==> src/rtl/alu_issue_seq.sv <==
`default_nettype none
// ============================================================================
//  Module   : alu_issue_seq
//  Purpose  : Buffers ALU requests in a 4-entry in-order FIFO and sequences
//             each request into one or two commands for an external ALU.
//             The ALU samples operands on the negedge during ISSUE and its
//             result is captured at the CAPT exit posedge. MUL and DIV take
//             two steps (high/quotient first, then low/remainder).
//             The result is presented with a valid/ready handshake.
//  Config   : `define ALU_DIVZERO_CHECK_EN traps DIV with a zero divisor
//             (divisor value field 0x0000 or 0x7FFF) without issuing ALU steps.
//  Ports    : clk, rst_n (async, active low)
//             in_valid/in_ready/in_op[2:0]/in_a[15:0]/in_b[15:0] : request
//             alu_a[15:0]/alu_b[15:0]/alu_cmd[2:0]                 : to ALU
//             alu_res[14:0]                                        : from ALU
//             out_valid/out_ready/out_hi[14:0]/out_lo[14:0]/out_err: result
//  Revision : 1.0 - initial release
// ============================================================================
module alu_issue_seq (
    input  logic        clk,
    input  logic        rst_n,
    input  logic        in_valid,
    output logic        in_ready,
    input  logic [2:0]  in_op,
    input  logic [15:0] in_a,
    input  logic [15:0] in_b,
    output logic [15:0] alu_a,
    output logic [15:0] alu_b,
    output logic [2:0]  alu_cmd,
    input  logic [14:0] alu_res,
    output logic        out_valid,
    input  logic        out_ready,
    output logic [14:0] out_hi,
    output logic [14:0] out_lo,
    output logic        out_err
);

    localparam logic [1:0] c_S_IDLE  = 2'd0;
    localparam logic [1:0] c_S_ISSUE = 2'd1;
    localparam logic [1:0] c_S_CAPT  = 2'd2;
    localparam logic [1:0] c_S_DONE  = 2'd3;

    localparam logic [2:0] c_OP_ADD = 3'd0;
    localparam logic [2:0] c_OP_SUB = 3'd1;
    localparam logic [2:0] c_OP_AND = 3'd2;
    localparam logic [2:0] c_OP_MUL = 3'd3;
    localparam logic [2:0] c_OP_DIV = 3'd4;

    localparam logic [2:0] c_FULL = 3'd4;

    // FIFO storage: {op, a, b}
    logic [34:0] r_mem [0:3];
    logic [1:0]  r_wr_ptr;
    logic [1:0]  r_rd_ptr;
    logic [2:0]  r_count;

    logic [1:0]  r_state;
    logic [1:0]  w_state_nxt;
    logic [2:0]  r_op;
    logic        r_step;     // 1 while working on the second step of MUL/DIV

    logic [15:0] r_alu_a;
    logic [15:0] r_alu_b;
    logic [2:0]  r_alu_cmd;
    logic [14:0] r_out_hi;
    logic [14:0] r_out_lo;
    logic        r_out_err;

    logic        w_push;
    logic        w_pop;
    logic [2:0]  w_head_op;
    logic [15:0] w_head_a;
    logic [15:0] w_head_b;
    logic        w_illegal;
    logic        w_divzero;
    logic        w_two_step;
    logic [2:0]  w_first_cmd;

    assign in_ready  = (r_count != c_FULL);
    assign w_push    = in_valid & in_ready;
    assign w_pop     = (r_state == c_S_IDLE) && (r_count != 3'd0);
    assign w_head_op = r_mem[r_rd_ptr][34:32];
    assign w_head_a  = r_mem[r_rd_ptr][31:16];
    assign w_head_b  = r_mem[r_rd_ptr][15:0];
    assign w_illegal = (w_head_op > c_OP_DIV);
    assign w_two_step = (r_op == c_OP_MUL) || (r_op == c_OP_DIV);

`ifdef ALU_DIVZERO_CHECK_EN
    // The value field 0x7FFF is treated as a zero divisor as well.
    assign w_divzero = (w_head_op == c_OP_DIV) &&
                       ((w_head_b[15:1] == 15'h0000) || (w_head_b[15:1] == 15'h7FFF));
`else
    assign w_divzero = 1'b0;
`endif

    always_comb begin
        w_first_cmd = 3'd0;
        case (w_head_op)
            c_OP_ADD: w_first_cmd = 3'd0;
            c_OP_SUB: w_first_cmd = 3'd1;
            c_OP_AND: w_first_cmd = 3'd2;
            c_OP_MUL: w_first_cmd = 3'd3;
            c_OP_DIV: w_first_cmd = 3'd5;
            default:  w_first_cmd = 3'd0;
        endcase
    end

    // ---------------- FIFO ----------------
    always_ff @(posedge clk) begin
        if (w_push) begin
            r_mem[r_wr_ptr] <= {in_op, in_a, in_b};
        end
    end

    always_ff @(posedge clk or negedge rst_n) begin
        if (!rst_n) begin
            r_wr_ptr <= 2'd0;
            r_rd_ptr <= 2'd0;
            r_count  <= 3'd0;
        end else begin
            if (w_push) r_wr_ptr <= r_wr_ptr + 2'd1;
            if (w_pop)  r_rd_ptr <= r_rd_ptr + 2'd1;
            r_count <= r_count + {2'd0, w_push} - {2'd0, w_pop};
        end
    end

    // ---------------- FSM ----------------
    always_ff @(posedge clk or negedge rst_n) begin
        if (!rst_n) r_state <= c_S_IDLE;
        else        r_state <= w_state_nxt;
    end

    always_comb begin
        w_state_nxt = r_state;
        case (r_state)
            c_S_IDLE: begin
                if (w_pop) begin
                    // Trapped requests skip the ALU entirely.
                    w_state_nxt = (w_illegal || w_divzero) ? c_S_DONE : c_S_ISSUE;
                end
            end
            c_S_ISSUE: w_state_nxt = c_S_CAPT;
            c_S_CAPT:  w_state_nxt = (w_two_step && !r_step) ? c_S_ISSUE : c_S_DONE;
            c_S_DONE:  if (out_ready) w_state_nxt = c_S_IDLE;
            default:   w_state_nxt = c_S_IDLE;
        endcase
    end

    // ---------------- Datapath ----------------
    always_ff @(posedge clk or negedge rst_n) begin
        if (!rst_n) begin
            r_op      <= 3'd0;
            r_step    <= 1'b0;
            r_alu_a   <= 16'd0;
            r_alu_b   <= 16'd0;
            r_alu_cmd <= 3'd0;
            r_out_hi  <= 15'd0;
            r_out_lo  <= 15'd0;
            r_out_err <= 1'b0;
        end else begin
            case (r_state)
                c_S_IDLE: begin
                    if (w_pop) begin
                        r_op <= w_head_op;
                        if (w_illegal) begin
                            r_out_err <= 1'b1;
                            r_out_hi  <= 15'd0;
                            r_out_lo  <= 15'd0;
                        end else if (w_divzero) begin
                            r_out_err <= 1'b1;
                            r_out_hi  <= 15'h7FFF;
                            r_out_lo  <= 15'h7FFF;
                        end else begin
                            r_alu_a   <= w_head_a;
                            r_alu_b   <= w_head_b;
                            r_alu_cmd <= w_first_cmd;
                            r_step    <= 1'b0;
                            r_out_err <= 1'b0;
                        end
                    end
                end
                c_S_CAPT: begin
                    if (w_two_step && !r_step) begin
                        // Second command of each pair is the first plus one.
                        r_out_hi  <= alu_res;
                        r_alu_cmd <= r_alu_cmd + 3'd1;
                        r_step    <= 1'b1;
                    end else begin
                        r_out_lo <= alu_res;
                        if (!w_two_step) r_out_hi <= 15'd0;
                    end
                end
                default: ;
            endcase
        end
    end

    assign alu_a     = r_alu_a;
    assign alu_b     = r_alu_b;
    assign alu_cmd   = r_alu_cmd;
    assign out_hi    = r_out_hi;
    assign out_lo    = r_out_lo;
    assign out_err   = r_out_err;
    assign out_valid = (r_state == c_S_DONE);

endmodule
`default_nettype wire

==> config.mk <==
export PLATFORM = sky130hd
export DESIGN_NAME = alu_issue_seq
export DESIGN_NICKNAME = d
export VERILOG_FILES = /design/src/rtl/alu_issue_seq.sv
export SDC_FILE = /design/constraint.sdc
export NUM_CORES = 1
export LEC_CHECK = 0
export ABC_AREA = 0
export BUFFER_PORTS_ARGS = -buffer_cell sky130_fd_sc_hd__buf_2
export CAP_MARGIN = 40
export CORE_ASPECT_RATIO = 1.5
export CORE_UTILIZATION = 51
export CTS_CLUSTER_SIZE = 16
export DETAILED_ROUTE_END_ITERATION = 12
export PLACE_DENSITY = 0.79
export SYNTH_ARGS = -nofsm -noshare
export SYNTH_HDL_FRONTEND = slang
export SYNTH_SLANG_ARGS = --single-unit
==> constraint.sdc <==
create_clock -name clk -period 2.3 [get_ports clk]
set_clock_uncertainty 0.2 [all_clocks]
set_input_delay 0.345 -clock clk [delete_from_list [all_inputs] [get_ports clk]]
set_output_delay 0.345 -clock clk [all_outputs]
set_load 0.005 [all_outputs]
==> results_dict.tcl <==
set metrics [dict create \
    grt_max_degree 35 \
    grt_setup_unrepaired "true" \
    firstDrtPassIters 5 \
    synth_top_area_share_pct 49.9 \
    synth.top_cells.by_count "140 x edfxtp_1, 79 x dfrtp_1, 49 x nand2_1, 35 x mux4_2, 30 x mux2_4" \
    grt_overflow 0 \
    synth.net_count 509 \
    final_area_mm2 0.0107 \
    grt_usage_pct 20.6 \
    ys_types 41 \
    worst_slew_pin_slew_ns 0.667 \
    synth-seq-cells 219 \
    fin_util_pct 66.2 \
    cp_max_fo 32 \
    fmax_ghz 0.443 \
    slew_headroom_pct 55.5 \
    path_class "flip-flop to flip-flop" \
    arrival_ns 2.43 \
    ys_seq_area_share_pct 73.3 \
    core_area_mm2 0.0162 \
    htree_levels 1 \
    pwr-share-seq_pct 41.7 \
    power_leakage_nw 4.45 \
    met2_usage_pct 38.6 \
    port_buffers 121 \
    finalHoldViolCount 0 \
    grt.busiest_layer "met2" \
    drcViolationCount 0 \
    synth_xor_area_share_pct 0.624 \
    vias 4778 \
    cts_tree "built" \
    yosysMostFrequentCell "edfxtp_1" \
    min_path_type "input port to flip-flop" \
    setup_viol 0 \
    start_kind "flip-flop" \
    yosysWarnings 0 \
    dieArea_mm2 0.0171 \
    drive_gt1_share_pct 39.8 \
    p_per_area_mw_per_mm2 1340 \
    gr-usage-met1_pct 23.7 \
    synthMuxAreaShare_pct 15.1 \
    yosysTopAreaCell "edfxtp_1" \
    drt-total-wl_mm 17.1 \
    path_clk_slew_ns 0.06 \
    p_int_mw 10.1 \
    final_cells 870 \
    finalMaxSlewViolations 0 \
    post-route-min-period_ns 2.26 \
    drtIter0Drc 372 \
    io_pins 122 \
    numCtsBuffers 21 \
    cts_sinks 219 \
    synth-async-reset-ratio_pct 36.1 \
    synth-adder-area-share_pct 1.13 \
    placed_area_mm2 0.00942 \
    netlist_area_mm2 0.00843 \
    area_growth_syn_to_layout_pct 27.2 \
    synthTopCellsByArea "edfxtp_1 50%, dfrtp_1 23%, mux4_2 9.4%" \
    fp.dieH_um 159 \
    wl_per_cell_um 19.7 \
    max-vdd-ir-drop_uv 1040 \
    synthCells 448 \
    n_fill_cell 1033 \
    cts_root_buf "clkbuf_16" \
    clockBufferDepth 3 \
    netSwitchingPower_mw 4.26 \
    fin_crit_sh_pct 98.1 \
    dp_cells 778 \
    swShare_pct 29.7 \
    synth_top_family_by_area "multiplexers" \
    synth_compound_area_share_pct 3.68 \
    grt_pass1_wl_mm 26.9 \
    pwr-share-comb_pct 32.7 \
    p_clk_share_pct 25.6 \
    gp_congestion 0.790 \
    dp_hpwl_mm 10.4 \
    die_w_um 107 \
    diodes 0 \
    drv_cap 0 \
    endpoint_kind "flip-flop" \
    antenna_left 0 \
    ys.flop_type "edfxtp_1" \
    antenna_found_initial 0 \
    nets 710 \
    outcome "completed" \
    grtUsageMet3_pct 3.89 \
    synth_edf_count 140 \
    clk_latency_ns 0.50 \
    worst_ep_required_time_ns 2.48 \
    grt_pass1_vias 5178 \
    row_count 57 \
    synthSimpleGateAreaFrac_pct 4.47 \
    viasPerCell 5.49 \
    avgSynthCellArea_um2 18.8 \
    start_util_pct 52.1 \
]
==> final cells by class <==
cell class	instances	area, µm²	share of cell area, %
clock buffers	27	589	5.50
clock inverters	11	159	1.48
inverters	8	30.0	0.280
multi-input cells	201	2130	19.9
flip-flops and latches	219	6180	57.7
well taps	206	258	2.40
repair buffers	198	1370	12.7
==> cell families (layout without fill, tap and decap cells) <==
group / after synthesis / in the layout
fa+ha+maj: 7 / 7
simple gates: 83 / 83
mux: 68 / 68
compound gates: 37 / 37
buf+inv: 28 / 244
flops: 219 / 219
xor+xnor: 6 / 6
==> through the flow <==
stage | TNS [ns] | power [mW] | setup slack, ns | hold slack [ns]
floorplan | 0 | 8.94 | 0.0261 | -0.151
finish | 0 | 14.4 | 0.0437 | 0.154
CTS | 0 | 14.4 | 0.0227 | 0.144
global placement | 0 | 10.4 | 0.0762 | 0.142
global route | -0.122 | 15.1 | -0.0165 | 0.171
detailed placement | 0 | 10.6 | 0.0212 | 0.150
==> final timing paths <==
check,start,to,slack (ns),cells after the start
min in group asynchronous,rst_n,out_lo[12]$_DFFE_PN0P_,0.17,2
setup reg to reg,r_rd_ptr[0]$_DFFE_PN0P_,alu_a[11]$_DFFE_PN0P_,0.04,5
setup / recovery,r_rd_ptr[0]$_DFFE_PN0P_,alu_a[11]$_DFFE_PN0P_,0.04,5
max in group asynchronous,rst_n,out_hi[6]$_DFFE_PN0P_,1.05,3
hold / removal,in_valid,r_wr_ptr[0]$_DFFE_PN0P_,0.15,4
hold reg to reg,out_lo[3]$_DFFE_PN0P_,out_lo[3]$_DFFE_PN0P_,0.27,2
==> worst max-delay path, cell delays in order, from the launching register on <==
cell and delay (ns):
dfrtp_2 0.43, mux4_2 0.58, o21ai_4 0.23, nand2_2 0.09, buf_12 0.21, mux2_4 0.34
==> layer usage <==
| layer | vias up | routed length [µm] | part of all wire (%) |
|---|---|---|---|
| met5 | - | 0 | 0 |
| met4 | 0 | 273 | 1.6 |
| met3 | 25 | 874 | 5.1 |
| met2 | 184 | 9360 | 55 |
| met1 | 2438 | 6620 | 39 |
| li1 | 2131 | - | - |
==> state kept, by name (all words and copies together) (netlist names) <==
name and count:
r_op 3, r_count 3, alu_b 16, r_step 1
out_err 1, r_state 2, out_lo 15, r_wr_ptr 2
alu_a 16, out_hi 15, r_mem 140, alu_cmd 3
r_rd_ptr 2
==> layout by cell type, fill, tap and decap left out, drive strengths merged, types with 2 or more instances in the layout <==
cell | netlist | routed
dfrtp | 79 | 79
inv | 8 | 9
a32o | 14 | 14
nor3b | 3 | 3
a21oi | 5 | 5
and3 | 4 | 4
bufinv | 0 | 4
dlygate4sd3 | 0 | 52
nor3 | 3 | 3
edfxtp | 140 | 140
nand3 | 14 | 14
o21ai | 9 | 9
mux2 | 32 | 32
buf | 10 | 146
ha | 6 | 6
nand2 | 50 | 50
xnor2 | 6 | 6
mux4 | 35 | 35
clkbuf | 10 | 27
nor2 | 4 | 4
clkinv | 0 | 6
a211o | 2 | 2
==> what timing repair did <==
item / 4_1_cts / 5_1_grt
pin swaps: 0 / 1
buffers inserted: 1 / 1
gates resized for setup: 0 / 6
setup endpoints to repair: 1 / 32
hold endpoints to repair: 204 / 0
hold buffers: 52 / 0
==> power by group through the flow <==
stage	combinational [mW]	clock, mW	sequential, mW
4_1_cts	4.68	3.73	5.97
5_1_grt	5.10	3.89	6.08
3_5_place_dp	4.56	0	6.04
6_report	4.69	3.68	5.99
2_1_floorplan	2.97	0	5.97
3_3_place_gp	4.39	0	5.97
(Power assumes the default switching activity.)
